## src/rtl/if_stage.sv

```systemverilog
// Instruction-fetch stage: owns the PC, addresses the instruction ROM and
// hands fetched words to decode over a valid/ready handshake.
module if_stage #(
   parameter int unsigned    N          = 64,
   parameter int unsigned    INSTR_W    = 32,
   parameter logic [N-1:0]   RESET_PC   = '0,
   parameter int unsigned    IMEM_WORDS = 64
) (
   input  logic               clk,
   input  logic               reset,
   output logic [5:0]         imem_addr,
   input  logic [INSTR_W-1:0] imem_q,
   input  logic               redirect_valid,
   input  logic [N-1:0]       redirect_pc,
   output logic               if_valid,
   input  logic               if_ready,
   output logic [INSTR_W-1:0] if_instr,
   output logic [N-1:0]       if_pc,
   output logic               fault,
   output logic [N-1:0]       fault_pc,
   output logic [31:0]        fetch_count
);

   localparam logic [N-1:0] IMEM_BYTES = N'(4 * IMEM_WORDS);

   typedef enum logic [1:0] {BOOT, RUN, FAULT} state_t;

   state_t       state;
   logic [N-1:0] pc;
   logic         load;
   logic         redirect_bad;

   assign imem_addr    = pc[7:2];
   assign load         = !if_valid || if_ready;
   assign redirect_bad = (redirect_pc[1:0] != 2'b00) || (redirect_pc >= IMEM_BYTES);

   // Redirect beats fetch; a transfer in the redirect cycle still counts.
   always_ff @(posedge clk) begin
      if (reset) begin
         state       <= BOOT;
         pc          <= RESET_PC;
         if_valid    <= 1'b0;
         if_instr    <= '0;
         if_pc       <= '0;
         fault       <= 1'b0;
         fault_pc    <= '0;
         fetch_count <= '0;
      end else begin
         if (if_valid && if_ready)
            fetch_count <= fetch_count + 32'd1;

         unique case (state)
            BOOT: begin
               state <= RUN;
               if (redirect_valid) begin
                  if (redirect_bad) begin
                     state    <= FAULT;
                     fault    <= 1'b1;
                     fault_pc <= redirect_pc;
                  end else begin
                     pc <= redirect_pc;
                  end
               end
            end
            RUN: begin
               if (redirect_valid) begin
                  if_valid <= 1'b0;
                  if (redirect_bad) begin
                     state    <= FAULT;
                     fault    <= 1'b1;
                     fault_pc <= redirect_pc;
                  end else begin
                     pc <= redirect_pc;
                  end
               end else if (load && (pc >= IMEM_BYTES)) begin
                  state    <= FAULT;
                  fault    <= 1'b1;
                  fault_pc <= pc;
                  if_valid <= 1'b0;
               end else if (load) begin
                  if_instr <= imem_q;
                  if_pc    <= pc;
                  if_valid <= 1'b1;
                  pc       <= pc + N'(4);
               end
            end
            FAULT: begin
               if_valid <= 1'b0;
            end
            default: begin
               state    <= FAULT;
               if_valid <= 1'b0;
            end
         endcase
      end
   end

endmodule

```

## config.mk

```make
export PLATFORM = sky130hd
export DESIGN_NAME = if_stage
export DESIGN_NICKNAME = d
export VERILOG_FILES = /design/src/rtl/if_stage.sv
export SDC_FILE = /design/constraint.sdc
export NUM_CORES = 1
export LEC_CHECK = 0
export BUFFER_PORTS_ARGS = -buffer_cell sky130_fd_sc_hd__buf_4
export CORE_UTILIZATION = 55
export CTS_CLUSTER_DIAMETER = 50
export DETAILED_ROUTE_END_ITERATION = 12
export PLACE_DENSITY = 0.85
export SETUP_SLACK_MARGIN = 0.15
export SLEW_MARGIN = 30
export SYNTH_ARGS = -nofsm -noshare
export SYNTH_HDL_FRONTEND = slang
export SYNTH_SLANG_ARGS = --single-unit
export TNS_END_PERCENT = 1
```

## constraint.sdc

```tcl
create_clock -name clk -period 5.61 [get_ports clk]
set_input_delay 0.561 -clock clk [delete_from_list [all_inputs] [get_ports clk]]
set_output_delay 0.561 -clock clk [all_outputs]
set_load 0.01 [all_outputs]
```

==> impl_metrics.env <==
export IMPL_worst_pin_slew_ps=863
export IMPL_period_needed_ps=2920
export IMPL_final_antenna_net_count=0
export IMPL_async_reset_ff_share_pct=0
export IMPL_slew_violations=0
export IMPL_ys_seq_area_share_pct=53.6
export IMPL_final_nets=1313
export IMPL_cp_cell_sequence="nor4_1 > and4_1 > nand4_1 > a211oi_4 > buf_4 > o2bb2ai_1"
export IMPL_grt_use_total_pct=26.6
export IMPL_cts_setup_buffers=0
export IMPL_via_per_inst=5.33
export IMPL_clock_skew_ps=17.0
export IMPL_total_power_uw=4100
export IMPL_ys_warnings_count=0
export IMPL_finalHoldViolCount=0
export IMPL_grt_pass1_wl_um=39100
export IMPL_fp_dieArea_mm2=0.0182
export IMPL_multi_input_area_mm2=0.00420
export IMPL_grt_pass1_vias=7700
export IMPL_dp_slack_ps=2220
export IMPL_end_kind="register"
export IMPL_vias=7756
export IMPL_pwr_density_cell_mw_per_mm2=316
export IMPL_cts_resized=0
export IMPL_worstHoldStart="imem_q[17]"
export IMPL_crit_path_start_kind="register"
export IMPL_htreeDepth=1
export IMPL_maxCapViolCount=0
export IMPL_synth_edff_count=0
export IMPL_postSynthAreaPerCell_um2=10.4
export IMPL_status="complete, no violations"
export IMPL_synth_top_area_share_pct=53.6
export IMPL_reg2reg_from="pc[47]"
export IMPL_start_util_pct=56.2
export IMPL_period_share_pct=52.0
export IMPL_portBuffers=299
export IMPL_holdBufCountCts=0
export IMPL_clk_pin_slew_ps=60
export IMPL_setup_viol=0
export IMPL_p_leak_uw=0.00578
export IMPL_synth_cell_area_mm2=0.00972
export IMPL_rows=48
export IMPL_fmax_mhz=343
export IMPL_cts_sinks=260
export IMPL_cp_slowest_stage_delay_ps=670
export IMPL_pin_count=300
export IMPL_crit_type="register to register"
export IMPL_clkLatencyLatePin_ps=530
export IMPL_cts_tree="built"
export IMPL_routed_wl_um=24900
export IMPL_firstDrtPassIters=4
export IMPL_register_area_mm2=0.00520
export IMPL_fill_cells=1238
export IMPL_first_iter_violations=284
export IMPL_cts_buffers=29
export IMPL_die_h_um=135
export IMPL_setup_tns_ps=0
export IMPL_synth_largest_area_cell="dfxtp_1"
export IMPL_ys_seq_elements=260
export IMPL_crit_fanout=56
export IMPL_synth_area_leaders="dfxtp_1 (54%), and2_1 (7.3%), o2bb2ai_2 (6.2%)"
export IMPL_final_layout_size_suffix_gt1_share_pct=33.3
export IMPL_critPathTopFamily="simple AND/OR/NAND/NOR gates"
export IMPL_yosysMostFrequentCell="dfxtp_1"
export IMPL_grt_setup_unrepaired="false"
export IMPL_hpwl_um=17500
export IMPL_drc=0
export IMPL_crit_required_ps=6070
export IMPL_max_slew_margin_rel_pct=42.4
export IMPL_hold_path_class="input port to register"
export IMPL_fp_coreArea_mm2=0.0173
export IMPL_synth_nets=1039
export IMPL_synthCells=936
export IMPL_clockBufferDepth=3
export IMPL_ir_drop_uv=232
export IMPL_fin_ws_ps=2690
export IMPL_cts_root_buf="clkbuf_16"
export IMPL_cp_num_buf_inv=1
export IMPL_die_w_um=135
export IMPL_synth_main_ff_cell="dfxtp_1"
export IMPL_slowest_stage="buf_4"
export IMPL_cp_arrival_ps=3370
export IMPL_grt_max_degree=96
export IMPL_area_delta_synth_final_pct=33.7
export IMPL_synthTopCellsByCount="dfxtp_1 (260), and2_1 (114), nand2_1 (94)"
export IMPL_critPathLaunch="pc[47]"
export IMPL_grt_overflow=0
export IMPL_wl_per_cell_um=17.1
export IMPL_synth_cell_types=57
export IMPL_n_antenna_cell=0
export IMPL_antenna_found_initial=0
export IMPL_place_congestion=0.796
state kept, by name (all words and copies together) (netlist names):
name and count:
if_instr 32, fetch_count 32, if_pc 64, state 2, fault 1, if_valid 1
pc 64, fault_pc 64
metal layers:
layer  GRT usage (%)  routed length (µm)
met1            33.2               10300
met2            45.1               12000
met3            6.23                2010
met4            8.86                 661
met5               0                   0
area by class of cell:
cell class | instances | share of cell area, %
flip-flops and latches | 260 | 40.1
multi-input cells | 603 | 32.4
repair buffers | 306 | 17.8
clock buffers | 41 | 6.55
well taps | 225 | 2.17
clock inverters | 10 | 0.790
inverters | 10 | 0.289
tightest hold or removal path: stages:
cell and delay, ps:
buf_4 110, nand2_1 40, a21oi_1 50
worst paths after layout:
| check | end | slack [ps] | depth (start not counted) |
|---|---|---|---|
| max | fault_pc[7] | 2690 | 6 |
| min | if_instr[17] | 280 | 3 |
| max reg2reg | fault_pc[7] | 2690 | 6 |
| min reg2reg | if_pc[2] | 450 | 2 |
where the power goes:
part	switching (µW)	total, µW	internal, µW
Combinational	170	331	161
Sequential	36.4	1930	1890
Clock	739	1840	1100
cell usage in the layout, fill, tap and decap left out, types with 4 or more instances in the layout:
cell	count
nand4_1	9
and4_1	7
a211oi_1	9
or3_1	6
a21oi_1	51
nand3_1	19
o21ai_0	6
nor3_1	10
mux2i_1	58
a2bb2oi_1	5
clkbuf_8	8
dfxtp_1	260
buf_4	304
and2_1	114
nor4_1	33
o2bb2ai_1	16
xor2_1	8
xnor2_1	20
clkbuf_16	29
o31ai_1	4
nand2_1	94
o2bb2ai_2	40
clkbuf_1	4
inv_1	10
nor2_1	44
metrics by stage:
stage               hold slack, ps  cell area (µm²)  instances  util [%]
global placement               439            12000       1403      69.4
floorplan                      444             9720        936         -
finish                         283            13000       1455      75.1
detailed placement             446            12000       1404      69.5
CTS                            262            13000       1455      75.0
global route                   276            13000       1455      75.1
kinds of logic (layout without fill, tap and decap cells):
kind of cell	Yosys count	in the layout	synth area share [%]
fa+ha+maj	3	3	0.386
xor+xnor	28	28	2.52
buf+inv	73	367	3.63
flops	260	260	53.6
mux	58	58	5.98
compound gates	156	156	14.2
simple gates	358	358	19.7
No activity file was read; power rests on OpenSTA's default activity.
